<file path="src/rtl/vowel_pkg.sv">
// Shared types and constants for the vowel eliminator / restorer pair.
package vowel_pkg;

    localparam int unsigned N_CHARS = 8;
    localparam int unsigned CHAR_W  = 8;
    localparam int unsigned IDX_W   = $clog2(N_CHARS);

    typedef logic [CHAR_W-1:0]   char_t;
    typedef logic [N_CHARS-1:0]  mask_t;
    typedef logic [IDX_W-1:0]    idx_t;
    typedef char_t [N_CHARS-1:0] word_t;

    // Compacted form of one word as produced by the eliminator.
    typedef struct packed {
        word_t cons;
        word_t vows;
        mask_t mask;
    } coded_word_t;

    typedef enum logic {IDLE, EMIT} state_t;

    localparam char_t CH_A = 8'h41;
    localparam char_t CH_E = 8'h45;
    localparam char_t CH_I = 8'h49;
    localparam char_t CH_O = 8'h4F;
    localparam char_t CH_U = 8'h55;

    function automatic logic is_vowel(input char_t c);
        return (c == CH_A) || (c == CH_E) || (c == CH_I) || (c == CH_O) || (c == CH_U);
    endfunction

endpackage

</file>
<file path="src/rtl/vowel_restore_if.sv">
// Capture and emit streams of the vowel restorer, plus the parallel result port.
interface vowel_restore_if;
    import vowel_pkg::*;

    logic  in_valid;
    logic  in_ready;
    word_t cons;
    word_t vows;
    mask_t mask;
    logic  out_valid;
    logic  out_ready;
    char_t out_char;
    idx_t  out_idx;
    logic  out_last;
    logic  word_valid;
    word_t res;

    modport master (
        output in_valid, cons, vows, mask, out_ready,
        input  in_ready, out_valid, out_char, out_idx, out_last, word_valid, res
    );

    modport slave (
        input  in_valid, cons, vows, mask, out_ready,
        output in_ready, out_valid, out_char, out_idx, out_last, word_valid, res
    );

endinterface

</file>
<file path="src/rtl/vowel_restore.sv">
// Rebuilds a word from compacted consonants, compacted vowels and the vowel mask,
// streaming one character per beat and presenting the whole word on completion.
module vowel_restore
    import vowel_pkg::*;
(
    input  logic           clk,
    input  logic           rst,
    vowel_restore_if.slave bus
);

    state_t      state;
    coded_word_t word_r;
    idx_t        pos;
    idx_t        cp;
    idx_t        vp;

    idx_t        pos_nx;
    idx_t        cp_nx;
    idx_t        vp_nx;
    char_t       char_nx;
    char_t       char_first;

    // Pointers and character for the beat following the current one.
    always_comb begin
        pos_nx     = pos + IDX_W'(1);
        cp_nx      = cp;
        vp_nx      = vp;
        if (word_r.mask[pos]) begin
            vp_nx = vp + IDX_W'(1);
        end else begin
            cp_nx = cp + IDX_W'(1);
        end
        char_nx    = word_r.mask[pos_nx] ? word_r.vows[vp_nx] : word_r.cons[cp_nx];
        char_first = bus.mask[0] ? bus.vows[0] : bus.cons[0];
    end

    always_ff @(posedge clk or posedge rst) begin
        if (rst) begin
            state          <= IDLE;
            word_r         <= '0;
            pos            <= '0;
            cp             <= '0;
            vp             <= '0;
            bus.in_ready   <= 1'b1;
            bus.out_valid  <= 1'b0;
            bus.out_char   <= '0;
            bus.out_idx    <= '0;
            bus.out_last   <= 1'b0;
            bus.word_valid <= 1'b0;
            bus.res        <= '0;
        end else begin
            bus.word_valid <= 1'b0;
            case (state)
                IDLE: begin
                    if (bus.in_valid) begin
                        word_r        <= '{cons: bus.cons, vows: bus.vows, mask: bus.mask};
                        pos           <= '0;
                        cp            <= '0;
                        vp            <= '0;
                        bus.in_ready  <= 1'b0;
                        bus.out_valid <= 1'b1;
                        bus.out_char  <= char_first;
                        bus.out_idx   <= '0;
                        bus.out_last  <= 1'b0;
                        state         <= EMIT;
                    end
                end
                EMIT: begin
                    // out_valid is always high here, so out_ready alone accepts a beat.
                    if (bus.out_ready) begin
                        bus.res[pos] <= bus.out_char;
                        pos          <= pos_nx;
                        cp           <= cp_nx;
                        vp           <= vp_nx;
                        if (bus.out_last) begin
                            state          <= IDLE;
                            bus.in_ready   <= 1'b1;
                            bus.out_valid  <= 1'b0;
                            bus.out_char   <= '0;
                            bus.out_idx    <= '0;
                            bus.out_last   <= 1'b0;
                            bus.word_valid <= 1'b1;
                        end else begin
                            bus.out_char <= char_nx;
                            bus.out_idx  <= pos_nx;
                            bus.out_last <= (pos_nx == IDX_W'(N_CHARS - 1));
                        end
                    end
                end
                default: state <= IDLE;
            endcase
        end
    end

endmodule

</file>
<file path="src/flat_wrapper.sv">
// flat-port wrapper written by rule: the top's interface ports become plain ports
module vowel_restore_flat import vowel_pkg::*;
  (clk, rst, bus_in_valid, bus_cons, bus_vows, bus_mask, bus_out_ready, bus_in_ready, bus_out_valid, bus_out_char, bus_out_idx, bus_out_last, bus_word_valid, bus_res);
  vowel_restore_if bus_i ();
  input  logic clk;
  input  logic rst;
  input wire logic [$bits(bus_i.in_valid)-1:0] bus_in_valid;
  input wire logic [$bits(bus_i.cons)-1:0] bus_cons;
  input wire logic [$bits(bus_i.vows)-1:0] bus_vows;
  input wire logic [$bits(bus_i.mask)-1:0] bus_mask;
  input wire logic [$bits(bus_i.out_ready)-1:0] bus_out_ready;
  output wire logic [$bits(bus_i.in_ready)-1:0] bus_in_ready;
  output wire logic [$bits(bus_i.out_valid)-1:0] bus_out_valid;
  output wire logic [$bits(bus_i.out_char)-1:0] bus_out_char;
  output wire logic [$bits(bus_i.out_idx)-1:0] bus_out_idx;
  output wire logic [$bits(bus_i.out_last)-1:0] bus_out_last;
  output wire logic [$bits(bus_i.word_valid)-1:0] bus_word_valid;
  output wire logic [$bits(bus_i.res)-1:0] bus_res;
  assign bus_i.in_valid = bus_in_valid;
  assign bus_i.cons = bus_cons;
  assign bus_i.vows = bus_vows;
  assign bus_i.mask = bus_mask;
  assign bus_i.out_ready = bus_out_ready;
  assign bus_in_ready = bus_i.in_ready;
  assign bus_out_valid = bus_i.out_valid;
  assign bus_out_char = bus_i.out_char;
  assign bus_out_idx = bus_i.out_idx;
  assign bus_out_last = bus_i.out_last;
  assign bus_word_valid = bus_i.word_valid;
  assign bus_res = bus_i.res;
  vowel_restore u_core (.clk(clk), .rst(rst), .bus(bus_i));
endmodule
</file>
<file path="config.mk">
export PLATFORM = sky130hd
export DESIGN_NAME = vowel_restore_flat
export DESIGN_NICKNAME = d
export VERILOG_FILES = /design/src/rtl/vowel_pkg.sv /design/src/rtl/vowel_restore_if.sv /design/src/rtl/vowel_restore.sv /design/src/flat_wrapper.sv
export SDC_FILE = /design/constraint.sdc
export NUM_CORES = 1
export LEC_CHECK = 0
export ABC_AREA = 1
export CAP_MARGIN = 20
export CORE_ASPECT_RATIO = 1.5
export CORE_MARGIN = 4
export CORE_UTILIZATION = 45
export DETAILED_ROUTE_END_ITERATION = 8
export HOLD_SLACK_MARGIN = 0.12
export PLACE_DENSITY = 0.75
export SYNTH_ARGS = -nofsm -noshare
export SYNTH_HDL_FRONTEND = slang
export SYNTH_SLANG_ARGS = --single-unit
</file>
<file path="constraint.sdc">
create_clock -name clk -period 12.1 [get_ports clk]
set_input_delay 3.63 -clock clk [delete_from_list [all_inputs] [get_ports clk]]
set_output_delay 3.63 -clock clk [all_outputs]
set_load 0.01 [all_outputs]
</file>
# == Yosys cells after proc, flatten, opt, wreduce, memory -nomap -nowiden ==
# Cells that the tools add are included.
# totals
ff_bits,225
output_inout_bits,79
inputBits,140
# op_classes
bitwise_logic,1
n_reduce_logical,5
eq_ne,4
order_cmp,5
mux,47
add_sub_neg,3
# ops
operator,n
$bwmux W64,1
$mux W8,8
$bmux W8 S3,2
$demux W8 S3,1
$mux W3,8
$pmux W3 S2,4
$lt A3 B4 Y1 const B,4
$mux W1,16
$pmux W8 S2,1
$add A3 B1 Y3 const B,3
$pmux W1 S2,4
$bmux W1 S3,2
$reduce_and A2 Y1,3
$ne A2 B2 Y1 const B,2
$eq A3 B3 Y1 const B,1
$ge A3 B1 Y1 const B,1
$reduce_and A3 Y1,1
$ne A2 B1 Y1 const B,1
$logic_and A1 B1 Y1,1
$not A1 Y1,1

# == Longest topological paths before layout ==
# depth
depth_word,9
mapped_depth,16
mapped_depth_nobuf,15

# == Worst setup path after synthesis ==
# No wires, ideal clock.
# synth_timing
path_type,input -> register
from,in bus_in_valid
to,reg u_core.bus.out_char[0]
stages,8
path_buffers,1
arrival_ns,4.627
slack_ns,7.352
setup_ns,0.121
t_required_ns,11.979
path_cell_list,inv_1 -> nor2_1 -> inv_1 -> nand2_1 -> clkbuf_1 -> nand2_1 -> inv_1 -> a21oi_1
# synth_between
elab_chain_len,2
# synth_lines
item,line,rtl
start: declaration,flat_wrapper.sv:7,input wire logic [$bits(bus_i.in_valid)-1:0] bus_in_valid;
$ne A2 B2 Y1 (no source line),-,
$reduce_and A2 Y1 (no source line),-,
end signal: assignment,vowel_restore.sv:62,bus.out_char <= char_first;
end signal: assignment,vowel_restore.sv:84,bus.out_char <= char_nx;
end: declaration,vowel_restore_if.sv:25,"output in_ready, out_valid, out_char, out_idx, out_last, word_valid, res"
# Every way passes these cells.
# A chain may end at the register's enable or synchronous reset.

# == Worst setup path after layout ==
# layout_timing
from,in bus_in_valid
to,reg u_core.bus.out_char[7]
# The elaborated chain is that of the path after synthesis.

==> impl_results.md <==
* CTS tree: yes
* Post-Synth Simple-Gate Area at about a third
* Final #Nets at between 1500 and 2000
* Hold Startpoint: u_core.bus.in_ready
* R2R depth at 14
* Core Area at 21900 µm²
* CTS clk-pin slew, worst paths at 0.06 ns
* Die Ht at 191 µm
* Die Wd at between 100 and 150 µm
* Hold path depth at 2
* Req. time, crit path at between 10 and 15 ns
* Starting Density at ~46%
* CTS Buf Count at 23
* WP data arrival at approximately 6.1 ns
* Post-DP HPWL at a little over 20000 µm
* Minimum clock period after layout at around 5.7 ns
* Total detailed-routing wirelength at between 20000 and 30000 µm
* Clk buf depth at 3
* Post-Syn Nets at 1401
* H-Tree Depth at 1
* Final Hold Vio Count at 0
* First-pass GRT wire length at between 40000 and 50000 µm
* # rows at 66
* Status: complete, no violations
* Most common cell after layout, fill and taps aside: nand2_1
* Share of layout cells above drive strength 1 at under 10%
* Max_cap viols at 0
* I/O pins at ~220
* Flop-to-flop setup slack at approximately 9.2 ns
* Worst-skew pair later-pin latency at 0.51 ns
* CTS resizes at 0
* Crit. End Element: register
* TritonRoute pass-1 iters at 5
* Hold WC Path Type: register to register
* Finished Core Util at 60.4%
* Fmax at ~180 MHz
* Setup violators final at 0
* YS warnings at 0
* RR Startpoint: u_core.pos[0]
* Kind of critical path: primary input to register
* Largest net degree at the start of global routing at roughly 150
* Post-Synthesis Mean Instance Area at 8.03 µm²
* Slowest CP cell: nand2_1
* Most frequent cells in the layout: nand2_1 (588), dfrtp_1 (224), clkdlybuf4s50_1 (218)
* WL per Instance at about 17 µm
* Crit path from: bus_in_valid
* Initial antenna violation count at 0
* Via Count at around 9100
* Fin Clk Skew at between 0.008 and 0.009 ns
* Critical-path maximum fanout at 35
* Die area at between 20000 and 25000 µm²
* Mux contribution to synthesized area at 0%
* Reg2reg end: u_core.bus.out_char[5]
* Final Wtd Congestion at roughly 0.88
* Post-route ant nets at 0
* Area Growth Syn to Fin at 30.8%
* FILL cells at 1924
* P per Cell Area at between 300 and 400 nW/µm²
* Diode count at 0
* Placed insts at 1691
* GRT Residual Overflow at 0
* Max Slew Vio Count at 0
* Hold endpoint: u_core.bus.in_ready
* Adder-cell share of the synthesized area at less than 1%
* Setup TNS at 0 ns
* Clock Tree Root: clkbuf_16
* Clock sinks at about 230
* DR vias/cell at ~5.2
* # DRC at 0
* Largest family of logic cells by synthesized area: simple AND/OR/NAND/NOR gates
* Crit path cell chain: clkdlybuf4s50_1 > inv_1 > nor2_4 > inv_4 > nand2_1 > nand2_1 > inv_1 > a21oi_1
* Cell area after synthesis at between 10000 and 15000 µm²
* Relative slew margins at ~24%
* Vias in the first global route at 8732
* #FFs+latches synth at approximately 230
* # hold bufs at CTS at 0
* Period utilisation layout at between 40% and 50%
* Worst-margin pin slew at ~1.1 ns
* Non-filler cells, final at between 1500 and 2000
* CP startpoint kind: primary input
* Worst IR Drop VDD at about 0.16 mV
* Yosys cell types at 25
* Complex-gate fraction of the synthesized area at between 6 and 7%
* RSZ-0062 raised after global routing: no
* Leakage at 6.47 nW
* Sequential-to-total area share from yosys stat at 55.8%
* Initial DRC count at 895
* Total Routing Usage GR at 22.7%
* Post-CTS Setup Inserts at 0
* Crit path largest cell delay at about 0.67 ns
* Port Buffer Count at between 200 and 250
* Cells after synthesis at between 1000 and 1500
* XOR/XNOR share of the synthesized area at 0.409%
==> worst max-delay path: cells and delay by family <==
| family | cells | cell delay [ns] |
|---|---|---|
| and+or+nand+nor | 3 | 1.39 |
| AOI/OAI and AO/OA | 1 | 0.06 |
| buffers and inverters | 4 | 0.98 |
==> sequential cells by signal (all words and copies together), names as in the netlist <==
signal,cells
u_core.bus.in_ready,1
u_core.pos,3
u_core.vp,3
u_core.bus.out_valid,1
u_core.bus.out_idx,3
u_core.bus.res,64
u_core.bus.out_last,1
u_core.bus.word_valid,1
u_core.word_r,136
u_core.cp,3
u_core.bus.out_char,8
u_core.state,1
==> how the worst max path moves through the flow <==
stage                              to  depth (start not counted)
5_1_grt        u_core.bus.out_char[7]                          8
2_1_floorplan  u_core.bus.out_char[0]                          1
6_report       u_core.bus.out_char[7]                          8
3_5_place_dp   u_core.bus.out_char[7]                          8
3_3_place_gp   u_core.bus.out_char[1]                          8
4_1_cts        u_core.bus.out_char[7]                          8
==> routing by layer <==
metal	GRT usage [%]	part of all wire, %	up-vias
met3	3.44	6.8	51
met2	38.4	50	344
met1	29.9	40	4291
li1	-	-	4384
met5	0	0	-
met4	7.40	2.9	0
==> Yosys cell counts <==
master / n / area (µm²)
a21oi_1: 18 / 90.1
buf_2: 8 / 40.0
buf_4: 4 / 30.0
buf_6: 4 / 45.0
clkbuf_1: 44 / 165
dfrtp_1: 224 / 5610
dfstp_2: 1 / 26.3
ha_1: 4 / 50.1
inv_1: 51 / 191
inv_2: 5 / 18.8
nand2_1: 588 / 2210
nand2_2: 9 / 56.3
nand2_4: 4 / 45.0
nand3_1: 168 / 841
nand3_2: 2 / 20.0
nor2_1: 15 / 56.3
nor2_2: 2 / 12.5
nor2_8: 1 / 20.0
o21ai_0: 93 / 465
o21ai_1: 1 / 5.00
o21ai_2: 1 / 8.76
o21ai_4: 1 / 16.3
o22ai_1: 6 / 37.5
xnor2_1: 1 / 8.76
xor2_2: 2 / 32.5
==> metrics by stage <==
| step | total power [mW] | setup slack, ns | cell area (µm²) | hold slack (ns) |
|---|---|---|---|---|
| finish | 3.98 | 6.42 | 13200 | 0.466 |
| floorplan | 2.57 | 2.31 | 10100 | 0.442 |
| global route | 4.29 | 6.14 | 13200 | 0.484 |
| detailed placement | 3.26 | 5.95 | 12400 | 0.455 |
| CTS | 3.99 | 6.47 | 13200 | 0.466 |
| global placement | 3.21 | 5.99 | 12400 | 0.454 |
==> final cells by class <==
type | count | area (µm²) | area share (%)
clock inverters | 10 | 123 | 0.928
repair buffers | 224 | 2270 | 17.2
well taps | 272 | 340 | 2.58
multi-input cells | 916 | 3980 | 30.1
inverters | 56 | 220 | 1.67
flip-flops and latches | 225 | 5630 | 42.6
clock buffers | 31 | 646 | 4.89
==> where the power goes <==
group	switching, mW	total, mW	internal, mW
clock network	0.295	0.714	0.420
registers	0.222	1.32	1.10
logic	1.22	1.95	0.733
total	1.73	3.98	2.25
==> cells by family (layout without fill, tap and decap cells) <==
logic type | Yosys count | count (layout)
AND/OR/NAND/NOR | 789 | 789
flip-flops | 225 | 225
AO/OA/AOI/OAI | 120 | 120
buffers and inverters | 116 | 321
adder cells (fa/ha/maj) | 4 | 4
XOR/XNOR | 3 | 3
(Power assumes the default switching activity.)
